$ cat src/rtl/ex_forward_ctrl.sv
// ex_forward_ctrl: EX-stage operand forwarding selects, load-use stall and stall counter
module ex_forward_ctrl #(
  parameter int REG_W = 5,
  parameter int CNT_W = 16
) (
  input  logic             clk_i,
  input  logic             rst_i,
  input  logic [REG_W-1:0] id_rs_i,
  input  logic [REG_W-1:0] id_rt_i,
  input  logic [REG_W-1:0] id_dst_i,
  input  logic             id_regwrite_i,
  input  logic             id_memread_i,
  input  logic             flush_i,
  output logic [1:0]       forward_a_o,
  output logic [1:0]       forward_b_o,
  output logic             stall_o,
  output logic [CNT_W-1:0] stall_cnt_o
);
  // MEM and WB only need dst/regwrite; their source fields and load flag are never consulted
  logic [REG_W-1:0] ex_rs_q, ex_rt_q, ex_dst_q, mem_dst_q, wb_dst_q;
  logic [REG_W-1:0] ex_rs_d, ex_rt_d, ex_dst_d;
  logic             ex_rw_q, ex_mr_q, mem_rw_q, wb_rw_q;
  logic             ex_rw_d, ex_mr_d, kill;
  logic [CNT_W-1:0] cnt_q, cnt_d;

  // newest producer wins; register 0 is hardwired and never forwarded
  function automatic logic [1:0] sel(input logic [REG_W-1:0] src);
    return (mem_rw_q && mem_dst_q != '0 && mem_dst_q == src) ? 2'd2 :
           (wb_rw_q  && wb_dst_q  != '0 && wb_dst_q  == src) ? 2'd1 : 2'd0;
  endfunction

  // forwarding selects, load-use detection, bubble insertion and saturating stall count
  always_comb begin
    forward_a_o = sel(ex_rs_q);
    forward_b_o = sel(ex_rt_q);
    stall_o     = ex_mr_q && ex_dst_q != '0 && (ex_dst_q == id_rs_i || ex_dst_q == id_rt_i);
    kill        = stall_o | flush_i;
    ex_rs_d     = kill ? '0 : id_rs_i;
    ex_rt_d     = kill ? '0 : id_rt_i;
    ex_dst_d    = kill ? '0 : id_dst_i;
    ex_rw_d     = kill ? 1'b0 : id_regwrite_i;
    ex_mr_d     = kill ? 1'b0 : id_memread_i;
    cnt_d       = (stall_o && !flush_i && !(&cnt_q)) ? cnt_q + CNT_W'(1) : cnt_q;
  end

  // pipeline slot advance; reset turns every slot into a bubble
  always_ff @(posedge clk_i or posedge rst_i) begin
    if (rst_i) begin
      ex_rs_q   <= '0;
      ex_rt_q   <= '0;
      ex_dst_q  <= '0;
      ex_rw_q   <= 1'b0;
      ex_mr_q   <= 1'b0;
      mem_dst_q <= '0;
      mem_rw_q  <= 1'b0;
      wb_dst_q  <= '0;
      wb_rw_q   <= 1'b0;
      cnt_q     <= '0;
    end else begin
      ex_rs_q   <= ex_rs_d;
      ex_rt_q   <= ex_rt_d;
      ex_dst_q  <= ex_dst_d;
      ex_rw_q   <= ex_rw_d;
      ex_mr_q   <= ex_mr_d;
      mem_dst_q <= ex_dst_q;
      mem_rw_q  <= ex_rw_q;
      wb_dst_q  <= mem_dst_q;
      wb_rw_q   <= mem_rw_q;
      cnt_q     <= cnt_d;
    end
  end

  assign stall_cnt_o = cnt_q;
endmodule

$ cat config.mk
export PLATFORM = sky130hd
export DESIGN_NAME = ex_forward_ctrl
export DESIGN_NICKNAME = d
export VERILOG_FILES = /design/src/rtl/ex_forward_ctrl.sv
export SDC_FILE = /design/constraint.sdc
export NUM_CORES = 1
export LEC_CHECK = 0
export BUFFER_PORTS_ARGS = -buffer_cell sky130_fd_sc_hd__buf_2
export CAP_MARGIN = 5
export CELL_PAD_IN_SITES_DETAIL_PLACEMENT = 1
export CELL_PAD_IN_SITES_GLOBAL_PLACEMENT = 1
export CORE_UTILIZATION = 46
export DETAILED_ROUTE_END_ITERATION = 8
export MAX_ROUTING_LAYER = met4
export PLACE_DENSITY = 0.82
export SYNTH_ARGS = -nofsm -noshare
export SYNTH_HDL_FRONTEND = slang
export SYNTH_SLANG_ARGS = --single-unit
$ cat constraint.sdc
create_clock -name clk_i -period 4.4 [get_ports clk_i]
set_input_delay 0.22 -clock clk_i [delete_from_list [all_inputs] [get_ports clk_i]]
set_output_delay 0.22 -clock clk_i [all_outputs]
set_load 0.01 [all_outputs]
# == Yosys cells after proc, flatten, opt, wreduce, memory -nomap -nowiden ==
# Index checks and enable logic that the tools add are counted.
# totals
regBits,45
# op_classes
n_addsub,1
eq_ne,6
mux,9
n_bitwise,1
n_reduce_logical,17
# ops
cell,n
5-bit equality test,6
"16-bit by 1-bit adder with 16-bit output, second input constant",1
16-bit AND reduction,1
5-bit two-way mux,3
5-bit nonzero test,3
1-bit logical AND,10
1-bit two-way mux,4
2-bit two-way mux,2
1-bit logical NOT,2
1-bit logical OR,1
1-bit OR,1

# == Longest topological paths before layout ==
# depth
word_depth,5
mapped_depth,6

# == Worst setup path before layout ==
# No wires, ideal clock.
# synth_timing
path_kind,reg-to-output
from,register mem_dst_q[1]
to,output forward_a_o[0]
arrival_ns,1.692
path_slack_ns,2.488
path_stages_with_launch,5
n_path_buf,0
path_cell_list,dfrtp_1 > or4_1 > o21ai_0 > nor4_1 > nor4_1
# synth_between
elab_chain_len,4
# synth_rtl
element,line_no,rtl
start: declaration,20,"logic [REG_W-1:0] ex_rs_q, ex_rt_q, ex_dst_q, mem_dst_q, wb_dst_q;"
start signal: assignment,65,mem_dst_q <= ex_dst_q;
5-bit nonzero test,28,return (mem_rw_q && mem_dst_q != '0 && mem_dst_q == src) ? 2'd2 :
1-bit logical AND,28,
1-bit logical AND *,28,
2-bit two-way mux *,28,
end: declaration,14,"output logic [1:0] forward_a_o,"
# Mark *: on every way between the ends. The rest lies on a longest branch, timed or not.

# == Worst setup path after layout ==
# layout_timing
from,register mem_dst_q[1]
to,output forward_b_o[0]
# layout_between
elab_chain_len,4
# layout_rtl
element,line_no,rtl
5-bit nonzero test,28,
1-bit logical AND,28,
1-bit logical AND *,28,
2-bit two-way mux *,28,
end: declaration,15,"output logic [1:0] forward_b_o,"
# Marks and branches as above.

==> flow_summary_export.csv <==
group,metric,value,unit
routing,wl_per_cell,17.0,µm
place,postPlaceCellArea,2310,µm²
cts,root_buffer,"clkbuf_8",
flow_run,maxCapViolCount,0,
status,status,"finished clean",
place,port_buffers,40,
layout,drive_gt1_share,23.7,%
global_route,grt_max_degree,46,
critical_path,crit_chain,"or4_1 -> o21ai_0 -> nor4_1 -> nor4_1 -> buf_2",
sta,whs,0.0546,ns
cts,post_cts_resized,0,
sta,worst_slack,2.02,ns
min_path,hp-class,"input port to async pin",
sta,hold_viol_final,0,
critical_path,cp-end-kind,"output port",
layout,regArea,1130,µm²
die,initial_core_util,49.8,%
sta,period_needed,2.38,ns
synth,synth_warnings,0,
critical_path,critPathMaxFanout,4,
critical_path,max_stage_delay,0.53,ns
routing,drt_pass1_iterations,4,
routing,drc,0,
die,die_w,69.0,µm
sta,finalSetupViolCount,0,
sta,fin_skew,0.00485,ns
routing,vias,1450,
sta,worst_slew_pin_slew,0.753,ns
cts,cts_tree,"yes",
synth,synth.avg_cell_area,11.9,µm²
cts,clock_latency,0.30,ns
layout,finalNonFillerCells,269,
die,coreArea,4140,µm²
sta,slew_viol_final,0,
synth,synth_cell_types,27,
cts,htreeDepth,2,
power_and_ir_drop,p_leak,1.13,nW
global_route,grt_pass1_vias,1518,
routing,viasPerCell,5.39,
cts,cts.hold.buffers_added,0,
critical_path,path_common_cell,"nor4_1",
cts,clock-sinks,45,
die,num_rows,23,
global_route,overflow,0,
global_route,antenna_found_initial,0,
layout,multi_input_area,903,µm²
synth,synth_fp_nets,194,
synth,synth_area,2060,µm²
routing,drt-total-wl,4590,µm
layout,fin_nets,239,
cts,clockBufferDepth,2,
layout,utilization,57.8,%
layout,syn_to_final_growth,16.1,%
die,die_h,69.0,µm
sta,fin_tns_setup,0,ns
place,dp.final_hpwl,3410,µm
power_and_ir_drop,ir_worst_vdd,235,µV
power_and_ir_drop,fin_total_pwr,0.787,mW
sta,rsz0062_at_grt,"false",
global_route,grt_pass1_wl,7310,µm
die,die-area,4750,µm²
place,gp_congestion,0.841,
die,io_pins,41,
synth,postSynthCellCount,173,
critical_path,critPathRequiredTime,4.18,ns
sta,fin_crit_sh,54.2,%
power_and_ir_drop,powerDensity,329,nW/µm²
layout,nFillCells,460,
cts,cts_setup_buffers,0,
cts,clk_pin_slew,0.08,ns
critical_path,cpMaxStageDelayCell,"or4_1",
critical_path,path_class,"register to output port",
place,pre_cts_slack,2.31,ns
sta,relSlewSlack,49.8,%
global_route,track_usage,22.5,%
sta,timing.fmax,420,MHz
critical_path,worst_setup_path_start_kind,"register",
cts,numCtsBuffers,5,
place,place_inst,261,
layout,design_area,2390,µm²
synth,ys_seq_area_share,54.6,%
critical_path,critPathArrivalTime,2.16,ns
routing,drtIter0Drc,92,
routing,drtAntennaViolNets,0,
synth,synth.ff_latch_count,45,
layout,diodes,0,
-- cells in the mapped netlist --
library cell	count	share of area [%]
xnor2_1	30	13
a21oi_4	1	0.79
a31oi_1	1	0.30
buf_2	2	0.49
and4b_1	1	0.49
and2_1	20	6.1
or4_1	5	1.8
and3_1	4	1.2
a311oi_1	1	0.42
buf_6	1	0.55
a41oi_1	1	0.42
mux2_2	1	0.55
nand2_1	3	0.55
dfrtp_1	45	55
ha_1	1	0.61
nor3_1	1	0.24
nand4_1	14	4.2
inv_1	3	0.55
nand3_1	9	2.2
nor4_1	4	1.2
o22ai_2	1	0.61
xor2_1	14	5.9
nand4b_1	2	0.85
nor2_1	4	0.73
o21ai_0	2	0.49
o21a_4	1	0.73
a31oi_2	1	0.61
-- cells in the final DEF, fill, tap and decap left out, types with 2 or more instances in the layout --
| cell | netlist | final |
|---|---|---|
| nand4b_1 | 2 | 2 |
| inv_1 | 3 | 3 |
| and3_1 | 4 | 4 |
| clkbuf_8 | 0 | 5 |
| nor2_1 | 4 | 4 |
| nand3_1 | 9 | 9 |
| xor2_1 | 14 | 14 |
| o21ai_0 | 2 | 2 |
| clkbuf_1 | 0 | 2 |
| and2_1 | 20 | 20 |
| nand4_1 | 14 | 14 |
| nand2_1 | 3 | 3 |
| nor4_1 | 4 | 4 |
| buf_2 | 2 | 40 |
| or4_1 | 5 | 5 |
| dfrtp_1 | 45 | 45 |
| xnor2_1 | 30 | 30 |
-- cells by family after synthesis --
logic type / share of synthesized area [%]
DFF: 54.6
muxes: 0.546
AOI/OAI and AO/OA: 4.37
buffers and inverters: 1.58
and+or+nand+nor: 19.6
xor gates and xnor gates: 18.7
adders and majority gates: 0.607
-- area by class of cell --
class                           count  area share, %
Tap cell                           50           2.61
Clock inverter                      1          0.313
Multi-Input combinational cell    122           37.7
Timing Repair Buffer               41           8.67
Inverter                            3          0.470
Sequential cell                    45           47.0
Clock buffer                        7           3.19
-- metal layers --
layer	vias up	global-route usage, %	part of all wire (%)	routed length (µm)
met2	34	35.1	48	2210
met1	717	28.2	47	2140
li1	692	-	-	-
met3	7	5.43	3.6	163
met5	-	-	0	0
met4	0	8.42	1.6	74
-- report_power, final --
group	internal (mW)	switching (mW)	total [mW]	leakage, nW
sequential	0.433	0.0216	0.454	0.597
clock	0.112	0.135	0.247	0.0385
combinational	0.0412	0.0453	0.0864	0.496
-- flip-flops by register name, indices dropped and copies added (netlist names) --
name / cells
stall_cnt_o: 16
ex_dst_q: 5
ex_rs_q: 5
ex_rt_q: 5
mem_dst_q: 5
wb_dst_q: 5
ex_mr_q: 1
ex_rw_q: 1
mem_rw_q: 1
wb_rw_q: 1
-- worst max-delay path: cells and delay by family (launching register included) --
kind,cells,cell delay (ns)
compound gates,1,0.31
flops,1,0.44
simple gates,3,0.95
buf+inv,1,0.17
-- final timing paths --
kind                                   startpoint  slack, ns  cells after the start                    endpoint
max                        mem_dst_q[1]$_DFF_PP0_       2.02                      5              forward_b_o[0]
min                                         rst_i       0.05                      3       ex_dst_q[0]$_DFF_PP0_
max reg2reg                 ex_dst_q[3]$_DFF_PP0_       2.33                      5  stall_cnt_o[1]$_DFFE_PP0P_
min reg2reg                     ex_rw_q$_DFF_PP0_       0.37                      0          mem_rw_q$_DFF_PP0_
max in group asynchronous                   rst_i       3.97                      3       wb_dst_q[1]$_DFF_PP0_
min in group clk_i                    id_dst_i[4]       0.12                      2       ex_dst_q[4]$_DFF_PP0_
Note: power is estimated with default switching activity, not from simulation.
